[config.mk]
export PLATFORM = sky130hd
export DESIGN_NAME = run_event_monitor
export DESIGN_NICKNAME = d
export VERILOG_FILES = /design/src/rtl/run_event_monitor.sv
export SDC_FILE = /design/constraint.sdc
export NUM_CORES = 1
export LEC_CHECK = 0
export CAP_MARGIN = 10
export CORE_ASPECT_RATIO = 0.5
export CORE_UTILIZATION = 35
export CTS_CLUSTER_SIZE = 10
export DETAILED_ROUTE_END_ITERATION = 8
export HOLD_SLACK_MARGIN = 0.12
export PLACE_DENSITY = 0.67
export SYNTH_ARGS = -nofsm -noshare
export SYNTH_HDL_FRONTEND = slang
export SYNTH_SLANG_ARGS = --single-unit
[constraint.sdc]
create_clock -name clk -period 2.2 [get_ports clk]
set_clock_uncertainty 0.1 [all_clocks]
set_input_delay 0.44 -clock clk [delete_from_list [all_inputs] [get_ports clk]]
set_output_delay 0.44 -clock clk [all_outputs]
set_load 0.02 [all_outputs]
[src/rtl/run_event_monitor.sv]
// run_event_monitor
//   Watches the 4-bit state code of the w-sequence detector FSM. It tracks
//   zero-runs (code 4) and one-runs (code 8) and measures how long each one
//   lasts. It counts run entries and flags illegal codes (9..15). For every
//   completed run it posts one {type, length} record to a single-entry
//   valid/ready slot.
//
// Ports
//   clk, reset      single clock; synchronous active-high reset
//   z_in            detector state code, registered once into z_q
//   clear           clears zero_count, one_count, evt_ovf, err_illegal
//   zero_run        current (pipelined) code is 4
//   one_run         current (pipelined) code is 8
//   zero_pulse      one-cycle pulse on entry to a zero-run
//   one_pulse       one-cycle pulse on entry to a one-run
//   zero_count      saturating count of zero-run entries
//   one_count       saturating count of one-run entries
//   evt_valid       record held in the slot
//   evt_ready       consumer ready
//   evt_type        0 = zero-run, 1 = one-run
//   evt_len         run length in cycles, saturating
//   evt_ovf         sticky: a record was dropped because the slot was busy
//   err_illegal     sticky: an illegal code was seen
//   mon_state       debug view of the monitor FSM (0 idle, 1 run0, 2 run1)
//
// Handshake: a record transfers on any edge where evt_valid && evt_ready.
// While evt_valid is high and evt_ready is low, evt_type and evt_len hold.
// A new record posted on the same edge as a transfer replaces the one that
// is leaving.
module run_event_monitor #(
  parameter int CNT_W = 8,
  parameter int LEN_W = 8
) (
  input  logic             clk,
  input  logic             reset,
  input  logic [3:0]       z_in,
  input  logic             clear,
  output logic             zero_run,
  output logic             one_run,
  output logic             zero_pulse,
  output logic             one_pulse,
  output logic [CNT_W-1:0] zero_count,
  output logic [CNT_W-1:0] one_count,
  output logic             evt_valid,
  input  logic             evt_ready,
  output logic             evt_type,
  output logic [LEN_W-1:0] evt_len,
  output logic             evt_ovf,
  output logic             err_illegal,
  output logic [1:0]       mon_state
);

  typedef enum logic [1:0] {
    M_IDLE = 2'd0,
    M_RUN0 = 2'd1,
    M_RUN1 = 2'd2
  } mon_state_t;

  localparam logic [CNT_W-1:0] CNT_MAX = {CNT_W{1'b1}};
  localparam logic [LEN_W-1:0] LEN_MAX = {LEN_W{1'b1}};

  mon_state_t       state, state_n;
  logic [3:0]       z_q;
  logic [LEN_W-1:0] run_len;
  logic             enter0, enter1, post, post_type, illegal;

  assign mon_state = state;

  // Next state and run bookkeeping. Any code other than the current run's
  // own code ends that run. An illegal code falls out to M_IDLE here too,
  // because it is neither 4 nor 8.
  always_comb begin
    state_n   = state;
    enter0    = 1'b0;
    enter1    = 1'b0;
    post      = 1'b0;
    post_type = 1'b0;
    illegal   = (z_q > 4'd8);
    case (state)
      M_IDLE: begin
        if (z_q == 4'd4) begin
          state_n = M_RUN0;
          enter0  = 1'b1;
        end else if (z_q == 4'd8) begin
          state_n = M_RUN1;
          enter1  = 1'b1;
        end
      end
      M_RUN0: begin
        if (z_q != 4'd4) begin
          post      = 1'b1;
          post_type = 1'b0;
          if (z_q == 4'd8) begin
            state_n = M_RUN1;
            enter1  = 1'b1;
          end else begin
            state_n = M_IDLE;
          end
        end
      end
      M_RUN1: begin
        if (z_q != 4'd8) begin
          post      = 1'b1;
          post_type = 1'b1;
          if (z_q == 4'd4) begin
            state_n = M_RUN0;
            enter0  = 1'b1;
          end else begin
            state_n = M_IDLE;
          end
        end
      end
      default: state_n = M_IDLE;
    endcase
  end

  always_ff @(posedge clk) begin
    if (reset) begin
      state <= M_IDLE;
    end else begin
      state <= state_n;
    end
  end

  always_ff @(posedge clk) begin
    if (reset) begin
      z_q         <= '0;
      run_len     <= '0;
      zero_run    <= 1'b0;
      one_run     <= 1'b0;
      zero_pulse  <= 1'b0;
      one_pulse   <= 1'b0;
      zero_count  <= '0;
      one_count   <= '0;
      evt_valid   <= 1'b0;
      evt_type    <= 1'b0;
      evt_len     <= '0;
      evt_ovf     <= 1'b0;
      err_illegal <= 1'b0;
    end else begin
      z_q        <= z_in;
      zero_run   <= (state_n == M_RUN0);
      one_run    <= (state_n == M_RUN1);
      zero_pulse <= enter0;
      one_pulse  <= enter1;

      if (enter0 || enter1) begin
        run_len <= {{(LEN_W-1){1'b0}}, 1'b1};
      end else if (state_n == M_IDLE) begin
        run_len <= '0;
      end else if (run_len != LEN_MAX) begin
        run_len <= run_len + 1'b1;
      end

      // The slot can take a new record if it is empty or is being drained
      // on this same edge.
      if (post) begin
        if (!evt_valid || evt_ready) begin
          evt_valid <= 1'b1;
          evt_type  <= post_type;
          evt_len   <= run_len;
        end else begin
          evt_ovf <= 1'b1;
        end
      end else if (evt_valid && evt_ready) begin
        evt_valid <= 1'b0;
      end

      if (enter0 && zero_count != CNT_MAX) zero_count <= zero_count + 1'b1;
      if (enter1 && one_count != CNT_MAX)  one_count  <= one_count + 1'b1;
      if (illegal) err_illegal <= 1'b1;

      // clear comes last, so it wins over any increment or flag set on the
      // same edge.
      if (clear) begin
        zero_count  <= '0;
        one_count   <= '0;
        evt_ovf     <= 1'b0;
        err_illegal <= 1'b0;
      end
    end
  end

endmodule
==> flow_metrics.tcl, run 1 <==
set metrics [dict create \
    p_leak_nw 0.9965 \
    synth_flop_cell "dfxtp_1" \
    die_h_um 58.85 \
    fin_util 0.4815 \
    worst_slew_pin_slew_ns 0.7609 \
    nFillCells 593 \
    drc 0 \
    dr.pass1.iters 4 \
    cts_tree "yes" \
    max_slew_margin 0.4916 \
    synth.distinct_cells 45 \
    place.port_buffers 41 \
    antenna_found_initial 0 \
    pre_cts_slack_ns -0.05784 \
    drive_gt1_frac 0.08882 \
    syn_nets 271 \
    viasPerCell 5.597 \
    syn_avg_cell_area_um2 8.837 \
    setup_viol 0 \
    setup_tns_ns 0 \
    synth-async-reset-ratio 0 \
    cellPowerDensity_nw_per_um2 602.0 \
    ys_seq_area_frac 0.4071 \
    synth_warnings 0 \
    holdWs_ns 0.3729 \
    dpl.cell_count 385 \
    place_area_um2 2811 \
    stdcell_area_um2 2964 \
    grt_max_degree 18 \
    critPathBufInv 0 \
    clock.fmax_ghz 0.4803 \
    finalHoldViolCount 0 \
    crit_family "simple AND/OR/NAND/NOR gates" \
    synth_area_leaders "dfxtp_1 41%, o31ai_1 5.0%, a21oi_1 4.4%, ha_1 3.9%, nand4_1 3.6%" \
    grtUsageTotal 0.1724 \
    pin_count 42 \
    synth_edf_count 0 \
    rsz0062_at_grt "false" \
    first_global_vias 1988 \
    nNetsFinal 319 \
    cts_buffers 5 \
    wl_per_cell_um 14.24 \
    critPathCaptureType "flip-flop" \
    cp.required_ns 2.26 \
    syn_to_final_growth_pct 31.03 \
    place.gp.congestion 0.9229 \
    fin_cells 392 \
    cts-htree-levels 2 \
    drt-initial-drc-count 130 \
    setup_slack_ns 0.1179 \
    start_kind "flip-flop" \
    clk_pin_slew_ns 0.06 \
    finalCriticalPeriod_ns 2.082 \
    synth_top_area_share 0.4071 \
    dp_hpwl_um 4066 \
    yosysTopAreaCell "dfxtp_1" \
    antenna_left 0 \
    initial_core_util 0.3675 \
    clockRootBuffer "clkbuf_16" \
    insertion_delay_ns 0.29 \
    clkSinkCount 46 \
    crit_slowest_cell "or4b_1" \
    die_area_um2 6809 \
    postRouteWirelength_um 5583 \
    via_count 2194 \
    critPathMaxFanout 10 \
    die_width_um 115.7 \
    crit_type "flip-flop to flip-flop" \
    crit_chain "or4b_1, or3_1, o311ai_1, o41ai_1" \
    hold_class "flip-flop to flip-flop" \
    crit_arrival_ns 2.14 \
    min_period_over_period 0.9464 \
    rows 20 \
    slowest_delay_ns 0.66 \
    synth.ff_latch_count 46 \
    maxCapViolations 0 \
    irDropWorstVdd_v 0.0002722 \
    p_total_mw 1.784 \
    cts.path.max_buffers 2 \
    overflow 0 \
    antennaDiodeCount 0 \
    synth_area_um2 2262 \
    synthCells 256 \
    grt_pass1_wl_um 9246 \
    maxSlewViolCount 0 \
    core-area_um2 6156 \
    outcome "completed" \
]
## registers in the layout, summed over array words and instances, names as in the netlist
name         cells
mon_state        2
evt_ovf          1
one_pulse        1
evt_valid        1
evt_len          8
z_q              4
one_count        8
zero_run         1
zero_pulse       1
zero_count       8
err_illegal      1
one_run          1
evt_type         1
run_len          8
## cell usage after synthesis (all sizes together) (5+ instances only)
master	number
or3	10
dfxtp	46
and3	5
nor2b	6
nand4	13
buf	7
nand2	15
nand3	7
nor3	6
a21oi	21
a31oi	6
ha	7
o31ai	15
o21ai	9
a211oi	10
nor2	13
inv	9
## power by group
part	switching (mW)	leakage (nW)	internal (mW)
clock	0.288	0.0640	0.415
sequential	0.0180	0.373	0.850
combinational	0.130	0.560	0.0829
total	0.436	0.997	1.35
## worst paths after layout
| kind | slack [ns] | from | end | cells past startpoint |
|---|---|---|---|---|
| setup / recovery | 0.12 | z_q[1] | one_count[6] | 4 |
| hold / removal | 0.37 | evt_len[7] | evt_len[7] | 2 |
| setup reg to reg | 0.12 | z_q[1] | one_count[6] | 4 |
| hold reg to reg | 0.37 | evt_len[7] | evt_len[7] | 2 |
## repair_timing
action | CTS | global route
setup endpoints to repair | 7 | 5
pin swaps | 0 | 0
hold buffers | 0 | 0
resized for setup | 1 | 3
setup buffers | 0 | 0
## layer usage
metal	GRT usage	wire (µm)
met4	0.06227	76
met1	0.2296	2686
met2	0.2789	2578
met5	0	0
met3	0.03708	242
## area by class of cell
class	count	area, µm²	area share
Sequential cell	46	922.1	0.3111
Multi-Input combinational cell	190	1272	0.4293
Clock buffer	7	132.6	0.04474
Tap cell	88	110.1	0.03715
Timing Repair Buffer	52	493.0	0.1663
Inverter	9	33.78	0.01140
## worst register-to-register path: cells and delay by family (launching register included)
kind / cells / cell delay (ns)
flops: 1 / 0.39
compound gates: 2 / 0.35
simple gates: 2 / 1.12
## placed cells by master, fill, tap and decap left out, drive strengths merged, types with 9 or more instances in the layout
master / count
or3: 10
a211oi: 10
nand4: 13
buf: 11
nor2: 13
nand2: 15
dfxtp: 46
inv: 9
clkdlybuf4s50: 41
a21oi: 21
o21ai: 9
o31ai: 15
## cell families (layout without fill, tap and decap cells)
kind of cell,count (synthesis),count (layout),synth area share
xor gates and xnor gates,2,2,0.007745
muxes,2,2,0.008850
adders and majority gates,7,7,0.03872
DFF,46,46,0.4071
buffers and inverters,20,68,0.03872
AOI/OAI and AO/OA,81,81,0.2434
and+or+nand+nor,98,98,0.2555
Note: power is estimated with default switching activity, not from simulation.
==> run 2, diff against run 1 <==
--- a/config.mk
+++ b/config.mk
@@ -5,13 +5,14 @@
 export SDC_FILE = /design/constraint.sdc
 export NUM_CORES = 1
 export LEC_CHECK = 0
+export ABC_AREA = 1
 export CAP_MARGIN = 10
 export CORE_ASPECT_RATIO = 0.5
 export CORE_UTILIZATION = 35
 export CTS_CLUSTER_SIZE = 10
 export DETAILED_ROUTE_END_ITERATION = 8
 export HOLD_SLACK_MARGIN = 0.12
-export PLACE_DENSITY = 0.67
+export PLACE_DENSITY = 0.68
 export SYNTH_ARGS = -nofsm -noshare
 export SYNTH_HDL_FRONTEND = slang
 export SYNTH_SLANG_ARGS = --single-unit
==> run 2 against run 1 <==
  * Largest power group unchanged
  * Via count down 15%
  * Critical path type is now flip-flop to output pin
  * Flip-flop and latch count unchanged
  * Register-to-register slack better by 0.30 ns
  * Sequential power up 0.5%
  * Largest cell class unchanged
  * Highest routed layer unchanged
  * Maximum frequency up 7.9%
==> flow_metrics.tcl, run 2 <==
set metrics [dict create \
    post-cts-setup-buffer-count 0 \
    viasPerCell 4.579 \
    syn_to_final_growth_pct 31.20 \
    slowest_delay_ns 0.65 \
    grtUsageTotal 0.1528 \
    maxSlewViolCount 0 \
    synth_edf_count 0 \
    initial_core_util 0.3787 \
    die_h_um 57.67 \
    synth_warnings 0 \
    synth-async-reset-ratio 0 \
    rsz0062_at_grt "false" \
    syn_avg_cell_area_um2 7.861 \
    core-area_um2 5729 \
    rows 19 \
    dr.pass1.iters 4 \
    ctsResizeCount 0 \
    outcome "completed" \
    grt_pass1_wl_um 7810 \
    synth_flop_cell "dfxtp_1" \
    finalCriticalPeriod_ns 1.929 \
    synth.ff_latch_count 46 \
    cts.path.max_buffers 2 \
    maxCapViolations 0 \
    hold_class "flip-flop to flip-flop" \
    place.port_buffers 41 \
    syn_nets 291 \
    synth_area_leaders "dfxtp_1 42%, nand2_1 7.6%, inv_1 5.4%, nor2_1 5.4%, a21oi_1 5.1%" \
    worst_slew_pin_slew_ns 0.3141 \
    place_area_um2 2685 \
    overflow 0 \
    drc 0 \
    clockRootBuffer "clkbuf_16" \
    fin_cells 409 \
    wl_per_cell_um 11.07 \
    layout_commonest_cell "dfxtp_1" \
    setup_viol 0 \
    p_clk_frac 0.425 \
    antenna_found_initial 0 \
    cellPowerDensity_nw_per_um2 660.8 \
    critPathBufInv 1 \
    cts_buffers 5 \
    dpl.cell_count 401 \
    cts-htree-levels 2 \
    synth_top_area_share 0.4245 \
    crit_type "flip-flop to output pin" \
    via_count 1873 \
    p_int_mw 1.422 \
    drive_gt1_frac 0.1415 \
    ctsHoldBuffers 0 \
    crit_slowest_cell "clkdlybuf4s50_1" \
    crit_chain "clkdlybuf4s50_1" \
    drt-initial-drc-count 115 \
    yosysTopAreaCell "dfxtp_1" \
    synthCells 276 \
    synth_commonest_cells "46 x dfxtp_1, 44 x nand2_1, 31 x inv_1, 31 x nor2_1, 22 x a21oi_1" \
    finalHoldViolCount 0 \
    max_slew_margin 0.7900 \
    first_global_vias 1812 \
    cp.required_ns 1.66 \
    synth.distinct_cells 29 \
    p_leak_nw 1.087 \
    stdcell_area_um2 2846 \
    crit_arrival_ns 1.39 \
    die_width_um 113.3 \
    ys_seq_area_frac 0.4245 \
    crit_family "buffers and inverters" \
    final_cell_mix "46 x dfxtp_1, 44 x nand2_1, 41 x clkdlybuf4s50_1" \
    grt_max_degree 16 \
    synth.most_common_cell "dfxtp_1" \
    clk_pin_slew_ns 0.06 \
    combPwrFrac 0.112 \
    nNetsFinal 339 \
    power_frac_seq 0.464 \
    setup_tns_ns 0 \
    cts_tree "yes" \
    start_kind "flip-flop" \
    synth_area_um2 2170 \
    die_area_um2 6537 \
    pin_count 42 \
    dp_hpwl_um 3445 \
    critPathMaxFanout 7 \
    clkSinkCount 46 \
    antennaDiodeCount 0 \
    p_sw_mw 0.4588 \
    postRouteWirelength_um 4529 \
    critPathCaptureType "output pin" \
    irDropWorstVdd_v 0.0003083 \
    clock.fmax_ghz 0.5183 \
    p_sw_frac 0.2439 \
    insertion_delay_ns 0.28 \
    antenna_left 0 \
    min_period_over_period 0.8769 \
    place.gp.congestion 0.8547 \
]
## run 2: changes by cell type in the layout (fill, tap and decap cells not counted), sizes merged, moves of 12 or more
cell	change
nand2	+37
o31ai	-15
nor2	+32
inv	+28
nand3	+12
## run 2: path summary, 6_finish.rpt
path                 startpoint             to  slack [ns]  cells after the start
setup / recovery  zero_count[2]  zero_count[2]        0.27                      1
hold reg to reg         evt_ovf        evt_ovf        0.37                      1
hold / removal          evt_ovf        evt_ovf        0.37                      1
setup reg to reg   mon_state[0]     evt_len[2]        0.42                      9
## run 2: power groups by stage
stage	logic, mW	registers, mW	clock network, mW
4_1_cts	0.212	0.872	0.815
6_report	0.210	0.872	0.799
2_1_floorplan	0.124	0.906	0
5_1_grt	0.235	0.874	0.850
3_5_place_dp	0.211	0.891	0
3_3_place_gp	0.206	0.891	0
## run 2: final cells by class
cell class                      count  area (µm²)
Clock inverter                      1       8.758
Tap cell                           84       105.1
Fill cell                         559        2883
Clock buffer                        7       152.6
Sequential cell                    46       920.9
Timing Repair Buffer               43       425.4
Inverter                           39       148.9
Multi-Input combinational cell    189        1085
## run 2: per-stage QoR
stage          hold slack, ns    util  total power, mW  setup WS [ns]
2_1_floorplan          0.3793       -            1.030         0.4809
3_3_place_gp           0.3548  0.4687            1.097         0.4830
3_5_place_dp           0.3631  0.4687            1.101         0.4055
4_1_cts                0.3784  0.4968            1.900         0.2706
5_1_grt                0.4071  0.4968            1.959         0.1937
6_report               0.3733  0.4968            1.881         0.2707
## run 2: cell families (layout without fill, tap and decap cells)
family          count (synthesis)  in the layout  synth area share
simple gates                  127            127            0.2970
flops                          46             46            0.4245
compound gates                 43             43            0.1142
buf+inv                        41             90           0.07555
xor+xnor                       12             12           0.04844
fa+ha+maj                       7              7           0.04037
## run 2: routing by layer
metal | wire, µm | track usage | vias to the layer above | share of wire
met2 | 2287 | 0.2805 | 25 | 0.50
met1 | 2065 | 0.1778 | 868 | 0.46
li1 | - | - | 974 | -
met4 | 57 | 0.04511 | 0 | 0.013
met3 | 119 | 0.04184 | 6 | 0.026
met5 | 0 | 0 | - | 0
